$ cat src/rtl/slice_adder_pkg.sv
// adder_pkg: shared types and elaboration helpers for slice_adder.
//   state_t        - controller state (IDLE, BUSY, DONE)
//   calc_nslice()  - number of SLICE-bit slices in a WIDTH-bit word (min 1)
//   slice_cfg_ok() - legal WIDTH/SLICE pairing (WIDTH a positive multiple of SLICE)
package adder_pkg;

    typedef enum logic [1:0] {
        IDLE = 2'd0,
        BUSY = 2'd1,
        DONE = 2'd2
    } state_t;

    function automatic int calc_nslice(input int width, input int slice);
        return ((width / slice) < 1) ? 1 : (width / slice);
    endfunction

    function automatic bit slice_cfg_ok(input int width, input int slice);
        return (slice > 0) && (width >= slice) && ((width % slice) == 0);
    endfunction

endpackage

$ cat src/rtl/slice_adder_if.sv
// slice_adder_if: operand and result ports of slice_adder.
//   Input side : in_valid, in_ready, a, b, cin, sub
//   Output side: out_valid, out_ready, sum, cout, ovf
// Handshake: a transfer happens on a rising clock edge where valid and ready are
// both high. The sender holds its payload steady while valid is high. It may not
// make valid depend on ready. The receiver's ready comes from registered state only.
interface slice_adder_if #(
    parameter int WIDTH = 32
);
    logic             in_valid;
    logic             in_ready;
    logic [WIDTH-1:0] a;
    logic [WIDTH-1:0] b;
    logic             cin;
    logic             sub;
    logic             out_valid;
    logic             out_ready;
    logic [WIDTH-1:0] sum;
    logic             cout;
    logic             ovf;

    // master: the client that supplies operands and consumes results
    modport master (
        output in_valid, a, b, cin, sub, out_ready,
        input  in_ready, out_valid, sum, cout, ovf
    );

    // slave: the adder unit
    modport slave (
        input  in_valid, a, b, cin, sub, out_ready,
        output in_ready, out_valid, sum, cout, ovf
    );
endinterface

$ cat src/rtl/slice_adder_prefix_slice.sv
// prefix_slice: combinational W-bit adder slice.
//   a, b  : slice operands
//   cin   : carry into bit 0
//   s     : slice sum
//   cout  : carry out of the top bit
//   c_msb : carry into the top bit (used for the signed-overflow flag)
// The carry into each bit is the group generate of all lower bits with cin folded
// in as a bit-(-1) generate. The group terms combine serially from bit 0 upward.
module prefix_slice #(
    parameter int W = 8
) (
    input  logic [W-1:0] a,
    input  logic [W-1:0] b,
    input  logic         cin,
    output logic [W-1:0] s,
    output logic         cout,
    output logic         c_msb
);
    logic [W-1:0] g;
    logic [W-1:0] p;
    logic [W:0]   c;

    assign g = a & b;
    assign p = a ^ b;

    always_comb begin
        c    = '0;
        c[0] = cin;
        for (int i = 0; i < W; i++) begin
            c[i+1] = g[i] | (p[i] & c[i]);
        end
    end

    assign s     = p ^ c[W-1:0];
    assign cout  = c[W];
    assign c_msb = c[W-1];
endmodule

$ cat src/rtl/slice_adder.sv
// slice_adder: multi-cycle WIDTH-bit add/subtract unit. It processes one SLICE-bit
// slice per clock and holds the inter-slice carry in a register.
//   clk, rst_n : clock, synchronous active-low reset
//   bus        : slice_adder_if slave (operand in / result out handshakes)
//   dbg_state  : current controller state
// Subtraction is done as A + ~B + ~cin. The final carry is reported raw, so in sub
// mode cout=1 means "no borrow".
module slice_adder
    import adder_pkg::*;
#(
    parameter int WIDTH = 32,
    parameter int SLICE = 8
) (
    input  logic            clk,
    input  logic            rst_n,
    slice_adder_if.slave    bus,
    output state_t          dbg_state
);
    localparam int NSLICE = calc_nslice(WIDTH, SLICE);
    localparam int IDXW   = (NSLICE > 1) ? $clog2(NSLICE) : 1;
    localparam logic [IDXW-1:0] LAST_IDX = IDXW'(NSLICE - 1);

    generate
        if (!slice_cfg_ok(WIDTH, SLICE)) begin : g_bad_cfg
            $error("slice_adder: WIDTH must be a positive multiple of SLICE");
        end
    endgenerate

    state_t            state_q;
    logic [IDXW-1:0]   idx_q;
    logic              carry_q;
    logic [WIDTH-1:0]  a_q;
    logic [WIDTH-1:0]  b_q;     // already inverted in sub mode
    logic [WIDTH-1:0]  sum_q;
    logic              cout_q;
    logic              ovf_q;

    logic [SLICE-1:0]  sa;
    logic [SLICE-1:0]  sb;
    logic [SLICE-1:0]  ss;
    logic              sc_out;
    logic              sc_msb;

    // The slice index mux is the only logic in front of the slice adder.
    assign sa = a_q[int'(idx_q)*SLICE +: SLICE];
    assign sb = b_q[int'(idx_q)*SLICE +: SLICE];

    prefix_slice #(.W(SLICE)) u_slice (
        .a     (sa),
        .b     (sb),
        .cin   (carry_q),
        .s     (ss),
        .cout  (sc_out),
        .c_msb (sc_msb)
    );

    always_ff @(posedge clk) begin
        if (!rst_n) begin
            state_q <= IDLE;
            idx_q   <= '0;
            carry_q <= 1'b0;
            a_q     <= '0;
            b_q     <= '0;
            sum_q   <= '0;
            cout_q  <= 1'b0;
            ovf_q   <= 1'b0;
        end else begin
            case (state_q)
                IDLE: begin
                    if (bus.in_valid) begin
                        a_q     <= bus.a;
                        b_q     <= bus.sub ? ~bus.b : bus.b;
                        carry_q <= bus.cin ^ bus.sub;
                        idx_q   <= '0;
                        state_q <= BUSY;
                    end
                end
                BUSY: begin
                    sum_q[int'(idx_q)*SLICE +: SLICE] <= ss;
                    carry_q <= sc_out;
                    if (idx_q == LAST_IDX) begin
                        // On the top slice, the carry into the word MSB is
                        // c_msb of this slice, so overflow falls out directly.
                        cout_q  <= sc_out;
                        ovf_q   <= sc_msb ^ sc_out;
                        idx_q   <= '0;
                        state_q <= DONE;
                    end else begin
                        idx_q <= idx_q + 1'b1;
                    end
                end
                DONE: begin
                    if (bus.out_ready) begin
                        state_q <= IDLE;
                    end
                end
                default: state_q <= IDLE;
            endcase
        end
    end

    assign bus.in_ready  = (state_q == IDLE);
    assign bus.out_valid = (state_q == DONE);
    assign bus.sum       = sum_q;
    assign bus.cout      = cout_q;
    assign bus.ovf       = ovf_q;
    assign dbg_state     = state_q;
endmodule

$ cat src/flat_wrapper.sv
// flat-port wrapper written by rule: the top's interface ports become plain ports
module slice_adder_flat import adder_pkg::*;
#(
    parameter int WIDTH = 32,
    parameter int SLICE = 8
)
  (clk, rst_n, dbg_state, bus_in_valid, bus_a, bus_b, bus_cin, bus_sub, bus_out_ready, bus_in_ready, bus_out_valid, bus_sum, bus_cout, bus_ovf);
  slice_adder_if #(.WIDTH(WIDTH)) bus_i ();
  input  logic clk;
  input  logic rst_n;
  output state_t dbg_state;
  input wire logic [$bits(bus_i.in_valid)-1:0] bus_in_valid;
  input wire logic [$bits(bus_i.a)-1:0] bus_a;
  input wire logic [$bits(bus_i.b)-1:0] bus_b;
  input wire logic [$bits(bus_i.cin)-1:0] bus_cin;
  input wire logic [$bits(bus_i.sub)-1:0] bus_sub;
  input wire logic [$bits(bus_i.out_ready)-1:0] bus_out_ready;
  output wire logic [$bits(bus_i.in_ready)-1:0] bus_in_ready;
  output wire logic [$bits(bus_i.out_valid)-1:0] bus_out_valid;
  output wire logic [$bits(bus_i.sum)-1:0] bus_sum;
  output wire logic [$bits(bus_i.cout)-1:0] bus_cout;
  output wire logic [$bits(bus_i.ovf)-1:0] bus_ovf;
  assign bus_i.in_valid = bus_in_valid;
  assign bus_i.a = bus_a;
  assign bus_i.b = bus_b;
  assign bus_i.cin = bus_cin;
  assign bus_i.sub = bus_sub;
  assign bus_i.out_ready = bus_out_ready;
  assign bus_in_ready = bus_i.in_ready;
  assign bus_out_valid = bus_i.out_valid;
  assign bus_sum = bus_i.sum;
  assign bus_cout = bus_i.cout;
  assign bus_ovf = bus_i.ovf;
  slice_adder #(.WIDTH(WIDTH), .SLICE(SLICE)) u_core (.clk(clk), .rst_n(rst_n), .bus(bus_i), .dbg_state(dbg_state));
endmodule
$ cat config.mk
export PLATFORM = sky130hd
export DESIGN_NAME = slice_adder_flat
export DESIGN_NICKNAME = d
export VERILOG_FILES = /design/src/rtl/slice_adder_pkg.sv /design/src/rtl/slice_adder_if.sv /design/src/rtl/slice_adder_prefix_slice.sv /design/src/rtl/slice_adder.sv /design/src/flat_wrapper.sv
export SDC_FILE = /design/constraint.sdc
export NUM_CORES = 1
export LEC_CHECK = 0
export CORE_UTILIZATION = 50
export DETAILED_ROUTE_END_ITERATION = 6
export GPL_TIMING_DRIVEN = 0
export HOLD_SLACK_MARGIN = 0.06
export MAX_ROUTING_LAYER = met4
export PLACE_DENSITY = 0.79
export SLEW_MARGIN = 25
export SYNTH_ARGS = -nofsm -noshare
export SYNTH_HDL_FRONTEND = slang
export SYNTH_SLANG_ARGS = --single-unit
$ cat constraint.sdc
create_clock -name clk -period 5.55 [get_ports clk]
set_input_delay 1.3875 -clock clk [delete_from_list [all_inputs] [get_ports clk]]
set_output_delay 1.3875 -clock clk [all_outputs]
set_load 0.1 [all_outputs]
==> results of run 1 <==
## through the flow
| step | util, % | setup WS [ns] | hold WS (ns) |
|---|---|---|---|
| after detailed placement | 63.9 | 0.0848 | 0.447 |
| after global placement | 63.9 | 0.192 | 0.441 |
| final | 66.1 | 0.309 | 0.453 |
| after CTS | 66.1 | 0.0538 | 0.457 |
| after floorplan | - | 0.873 | 0.440 |
| after global routing | 66.1 | 0.130 | 0.486 |
## power groups by stage
stage	Sequential (µW)	Combinational, µW	Clock [µW]
after global routing	810	371	523
final	806	344	496
after floorplan	843	189	0
after global placement	821	338	0
after CTS	805	346	496
after detailed placement	823	345	0
## critical path, delay by kind of cell (launching register included)
| family | cells | cell delay, ns |
|---|---|---|
| DFF | 1 | 0.39 |
| buffers and inverters | 5 | 0.94 |
| AOI/OAI and AO/OA | 1 | 0.19 |
| and+or+nand+nor | 1 | 0.38 |
| muxes | 1 | 0.29 |
| adders and majority gates | 8 | 2.96 |
## sequential cells by signal (all words and copies together) (netlist names)
register,cells
u_core.b_q,32
u_core.bus.sum,32
u_core.bus.ovf,1
u_core.bus.cout,1
u_core.dbg_state,2
u_core.a_q,32
u_core.carry_q,1
u_core.idx_q,2
## per-layer routing
layer	vias up	track usage [%]
li1	1995	-
met4	0	7.25
met3	11	3.56
met2	124	45.4
met1	1926	30.1
met5	-	-
## synth_stat cells
cell / n
buf_4: 2
dfxtp_1: 103
nand4bb_4: 1
nand3b_1: 5
and2_1: 8
a21boi_0: 46
nand4bb_1: 1
nand2_1: 117
nand4_1: 1
o21bai_1: 1
and3b_1: 1
fa_1: 8
nor2b_1: 11
ha_1: 6
or3b_1: 2
mux2i_1: 2
o32ai_1: 8
buf_2: 16
a32oi_1: 4
clkbuf_1: 21
o211a_1: 32
inv_1: 27
a2bb2oi_1: 3
xnor2_1: 34
o21ai_1: 1
nor2_1: 1
nor4bb_1: 2
nor3b_2: 1
mux4_2: 16
nand2b_1: 7
or3_1: 20
a21oi_1: 1
a21boi_1: 7
## final cells by class
type | count | area [µm²] | share of cell area [%]
Buffer | 39 | 175 | 2.72
Clock buffer | 14 | 173 | 2.69
Clock inverter | 2 | 37.5 | 0.584
Inverter | 27 | 101 | 1.58
Multi-Input combinational cell | 347 | 2650 | 41.3
Sequential cell | 103 | 2060 | 32.1
Tap cell | 133 | 166 | 2.59
Timing Repair Buffer | 106 | 1060 | 16.5
## logic make-up after synthesis
logic type,Yosys count
compound gates,103
xor+xnor,34
fa+ha+maj,14
buf+inv,66
flops,103
mux,18
simple gates,178
## worst paths after layout
check	startpoint	to	slack (ns)
setup / recovery	u_core.idx_q[1]	u_core.bus.sum[15]	0.31
hold / removal	u_core.bus.sum[13]	u_core.bus.sum[13]	0.45
setup reg to reg	u_core.idx_q[1]	u_core.bus.sum[15]	0.31
hold reg to reg	u_core.bus.sum[13]	u_core.bus.sum[13]	0.45
==> results.md, run 1 <==
- Fraction of the mapped netlist area in simple logic gates: 17.5%
- Sw power: 462 µW
- Yosys top cell area share: 41.3%
- Pint: 1180 µW
- Routed Antenna Nets: 0
- Post-cts resize count: 0
- Most used cell, CP: fa_1
- Congestion Overflow GR: 0
- IO Port Bufs: 106
- Initial Util: 51.3%
- Met1 wire length: 5150 µm
- XOR/XNOR share of the synthesized area: 5.97%
- Leakage: 0.00253 µW
- Routed wl met3: 665 µm
- CTS clock-pin slew for the worst setup and hold paths: 0.09 ns
- Setup Skew: 0.00864 ns
- Kind of critical path: reg -> reg
- 1st-pass router iterations: 5
- Largest net degree at the start of global routing: 16
- Syn Area/Cell: 9.67 µm²
- Outcome: finished clean
- Seq pwr share: 49.0%
- Min-Delay Path Class: reg -> reg
- Cell area after layout: 0.00643 mm²
- Switching share of power: 28.1%
- Critical path arrival: 5.53 ns
- Mux cell area share after synthesis: 7.62%
- Io pins: 108
- RD Place Congestion: 0.873
- Dpl hpwl: 9440 µm
- Max Fclk: 191 MHz
- H-tree levels: 3
- Ranking of synthesized cells by area: dfxtp_1, nand2_1, mux4_2
- Layout cell share with drive strength beyond 1: 7.99%
- Most common cell after layout, fill and taps aside: nand2_1
- RSZ-0062 raised after global routing: no
- Dpl cells: 755
- Die height: 102 µm
- Fin Setup TNS: 0 ns
- Maximum vdd ir drop: 0.134 mV
- Synth cell types: 33
- DIE WIDTH: 102 µm
- Data required, critical path: 5.84 ns
- CTS tree: built
- Synthesis-to-layout area growth: 28.8%
- Minimum clock period: 5.24 ns
- CP endpoint kind: register
- Final Max Tran Viols: 0
- Ant diodes: 0
- Top Metal Used: met4
- Yosys warning total: 0
- Root Driver: clkbuf_8
- Final WL: 12300 µm
- 1st-iter DRT viols: 187
- # fillers: 814
- First-pass GRT wire length: 19100 µm
- Fin crit share: 94.4%
- Num CTS Buffers: 9
- Most frequent cells in the layout: nand2_1, clkdlybuf4s50_1, dfxtp_1
- Number of global-route vias before repair: 3956
- Setup crit start kind: register
- WL met2: 6330 µm
- Vias per cell: 5.26
- WHS Path Cells: 2
- Area leader, netlist: dfxtp_1
- Die Area: 0.0104 mm²
- Post-Synthesis Cells: 516
- Critical Path Fanout Max: 10
- Worst-case reg-to-reg path depth: 16
- DP Area: 0.00622 mm²
- Finished Layout Cells: 771
- CP max stage delay: 0.45 ns
- Initial antenna violation count: 0
- Hold-fix buffers, CTS: 0
- Cells along the critical path: clkbuf_2 > buf_2 > mux4_2 > fa_1 > inv_1 > fa_1 > fa_1 > fa_1 > fa_1 > fa_1 > fa_1 > inv_1 > fa_1 > inv_1 > or3_1 > a21boi_0
- Sequential share of the synthesized area: 41.3%
- Max-cap violations: 0
- Avg WL per Cell: 15.9 µm
- Via count: 4056
- Largest family of logic cells by synthesized area: simple AND/OR/NAND/NOR gates
- Layout net count: 717
- Residual DRC count: 0
- Adder-cell area share of the yosys netlist: 4.71%
- Synth Net Count: 600
- Core area: 0.00973 mm²
- Clk_lat worst skew: 0.37 ns
- Design Power: 1650 µW
- CTS Buffer Depth: 2
- Power Dens Cells: 256 mW/mm²
- # Post-CTS Setup Buffers: 0
- CTS Sinks: 103
- Clock power frac: 30.1%
- Worst slew pin tran: 0.975 ns
- Slew HR: 34.8%
- Slowest-stage cell, CP: fa_1
- Hold Vio Cnt, Final: 0
- Compound-Gate Fraction of Synth Area: 17.4%
- Synth Register Bits: 103
- # rows: 36
- Final setup viols: 0
- GRT Overall Usage: 25.5%
- Combinational power share: 20.9%
- Mapped Area: 0.00499 mm²
(Power assumes the default switching activity.)
==> run 2, diff against run 1 <==
SKIP_LAST_GASP = 1   (was not set)
==> results of run 2 <==
Same layout as run 1: the final DEF is identical, and so are final timing and power.
==> run 3, diff against run 2 <==
--- a/config.mk
+++ b/config.mk
@@ -7,4 +7,6 @@
 export LEC_CHECK = 0
+export CORE_MARGIN = 2
 export CORE_UTILIZATION = 50
 export DETAILED_ROUTE_END_ITERATION = 6
+export GPL_ROUTABILITY_DRIVEN = 1
 export GPL_TIMING_DRIVEN = 0
==> constraint.sdc (replaced) <==
create_clock -name clk -period 5.55 [get_ports clk]
set_input_delay 1.11 -clock clk [delete_from_list [all_inputs] [get_ports clk]]
set_output_delay 1.11 -clock clk [all_outputs]
set_load 0.1 [all_outputs]
==> results.md, run 3 (same netlist as run 1, synthesis figures left out) <==
- Most common cell after layout, fill and taps aside: nand2_1
- CTS Buffer Depth: 2 (unchanged)
- Hold Vio Cnt, Final: 0 (unchanged)
- Clk_lat worst skew: 0.37 ns (about the same)
- 1st-pass router iterations: 5 (unchanged)
- Power Dens Cells: 247 mW/mm² (-3.5%)
- CP bufs+invs: 5 (unchanged)
- Switching share of power: 29.7% (+1.6 points)
- R2R Setup Slk: 0.36 ns (+0.05 ns)
- Fin Setup TNS: 0 ns (unchanged)
- Root Driver: clkbuf_8
- HP Start: u_core.bus.sum[13]
- First-pass GRT wire length: 20100 µm (+4.8%)
- Maximum vdd ir drop: 0.160 mV (+19%)
- Final WL: 12400 µm (+0.85%)
- Final setup viols: 0 (unchanged)
- Slowest-stage cell, CP: fa_1
- Residual DRC count: 0 (unchanged)
- Max Fclk: 193 MHz (+0.95%)
- Setup crit start kind: register
- 1st-iter DRT viols: 177 (-5.3%)
- Combinational power share: 21.8% (+0.9 points)
- Setup Skew: 0.0107 ns (+0.00203 ns)
- Sw power: 469 µW (+1.5%)
- Most frequent cells in the layout: nand2_1, clkdlybuf4s50_1, dfxtp_1
- Slew HR: 34.4% (-0.39 points)
- Number of global-route vias before repair: 4147 (+4.8%)
- Crit path max-delay family: adder cells
- Avg WL per Cell: 16.1 µm (+0.98%)
- CP Launch Point: u_core.idx_q[1]
- Congestion Overflow GR: 0 (unchanged)
- Initial Util: 51.3% (unchanged)
- CP endpoint kind: register
- # rows: 36 (unchanged)
- WP depth: 16 (unchanged)
- Seq pwr share: 51.1% (+2.1 points)
- DIE WIDTH: 104 µm (+2.0%)
- Worst R2R End: u_core.bus.sum[7]
- Data required, critical path: 5.81 ns (-0.03 ns)
- RSZ-0062 raised after global routing: no
- CTS tree: built
- CTS clock-pin slew for the worst setup and hold paths: 0.09 ns (about the same)
- Pint: 1110 µW (-6.2%)
- GRT Overall Usage: 24.0% (-1.5 points)
- Critical Path Fanout Max: 10 (unchanged)
- Io pins: 108 (unchanged)
- Max-cap violations: 0 (unchanged)
- Num CTS Buffers: 9 (unchanged)
- Worst hold slack: 0.453 ns (-0.000365 ns)
- Min-Delay Path Class: reg -> reg
- Final setup margin: 0.358 ns (+0.0492 ns)
- # Post-CTS Setup Buffers: 0 (unchanged)
- Critical path capture point: u_core.bus.sum[7]
- Clock power frac: 27.1% (-3.0 points)
- Layout net count: 717 (unchanged)
- Initial antenna violation count: 0 (unchanged)
- Outcome: finished clean
- Final Max Tran Viols: 0 (unchanged)
- Dpl hpwl: 9600 µm (+1.7%)
- H-tree levels: 3 (unchanged)
- Synthesis-to-layout area growth: 28.1%
- CTS Sinks: 103 (unchanged)
- Vias per cell: 5.30 (+0.70%)
- Worst slew pin tran: 0.981 ns (+0.00582 ns)
- Die height: 104 µm (+2.0%)
- Worst-case reg-to-reg path depth: 16 (unchanged)
- Largest net degree at the start of global routing: 17 (+1)
- Core area: 0.00973 mm² (unchanged)
- CP max stage delay: 0.48 ns (+0.03 ns)
- Kind of critical path: reg -> reg
- Layout cell share with drive strength beyond 1: 8.16% (+0.17 points)
- Fin crit share: 93.6% (-0.89 points)
- Hold-fix buffers, CTS: 0 (unchanged)
- Critical R2R Launch: u_core.idx_q[1]
- Routed Antenna Nets: 0 (unchanged)
- Ant diodes: 0 (unchanged)
- Final core occ: 65.7% (-0.40 points)
- Minimum clock period: 5.19 ns (-0.0492 ns)
- Die Area: 0.0108 mm² (+4.0%)
- Critical path arrival: 5.46 ns (-0.07 ns)
- Cells along the critical path: clkbuf_2 > buf_2 > mux4_2 > fa_1 > inv_1 > fa_1 > fa_1 > fa_1 > fa_1 > fa_1 > fa_1 > inv_1 > fa_1 > inv_1 > o32ai_1 > and2_1
- IO Port Bufs: 106 (unchanged)
- Most used cell, CP: fa_1
- Via count: 4079 (+0.57%)
- Leakage: 0.00251 µW (-0.73%)
- Post-place setup slack: 0.165 ns (+0.0805 ns)
- RD Place Congestion: 0.866 (-0.81%)
## run 3: cell types whose count changed in the layout (fill, tap and decap cells not counted)
| cell | before | now |
|---|---|---|
| clkbuf_8 | 12 | 10 |
| clkbuf_1 | 22 | 20 |
| clkinv_2 | 0 | 2 |
| clkinvlp_4 | 1 | 2 |
| bufinv_16 | 1 | 0 |
| inv_6 | 0 | 1 |
## run 3: area by class of cell
cell class                 count  area [µm²]
buffer                        39         175
clock buffer                  10         138
clock inverter                 5        33.8
fill                         820        3340
inverter                      27         101
multi-input combinational    347        2650
sequential                   103        2060
tap                          133         166
timing repair buffer         106        1060
## run 3: worst min path at each step
stage                              end  slack [ns]  depth (start not counted)
global placement    u_core.bus.sum[13]        0.44                          2
finish              u_core.bus.sum[13]        0.45                          2
detailed placement  u_core.bus.sum[13]        0.45                          2
CTS                 u_core.bus.sum[13]        0.46                          2
floorplan               u_core.a_q[16]        0.44                          2
global route         u_core.bus.sum[9]        0.48                          2
## run 3: routing by layer
metal	global-route usage [%]	wire length, µm	vias up
met5	-	0	-
met4	7.43	240	0
met3	4.20	729	20
met2	41.8	6210	133
met1	28.5	5210	1936
li1	-	-	1990
## run 3: power by group through the flow
stage               sequential [µW]  combinational, µW  clock (µW)
detailed placement              823                345           0
CTS                             805                346         429
global route                    810                372         456
floorplan                       843                189           0
finish                          807                344         429
global placement                820                339           0
## run 3: worst register-to-register path, cell delays in order, from the launching register on
cell and delay [ns]:
dfxtp_1 0.40, clkbuf_2 0.32, buf_2 0.36, mux4_2 0.30, fa_1 0.18, inv_1 0.06, fa_1 0.44, fa_1 0.45
fa_1 0.39, fa_1 0.39, fa_1 0.42, fa_1 0.43, inv_1 0.10, fa_1 0.48, inv_1 0.11, o32ai_1 0.08
and2_1 0.18
## run 3: stage by stage
step,total power (µW),instance area (µm²),std cells
global route,1640,6390,770
global placement,1160,6220,755
floorplan,1030,4990,516
CTS,1580,6390,770
detailed placement,1170,6220,755
finish,1580,6390,770
## run 3: what timing repair did
action | in CTS | in global routing
endpoints found under the hold margin | 0 | 0
setup endpoints to repair | 0 | 2
gates resized for setup | 0 | 2
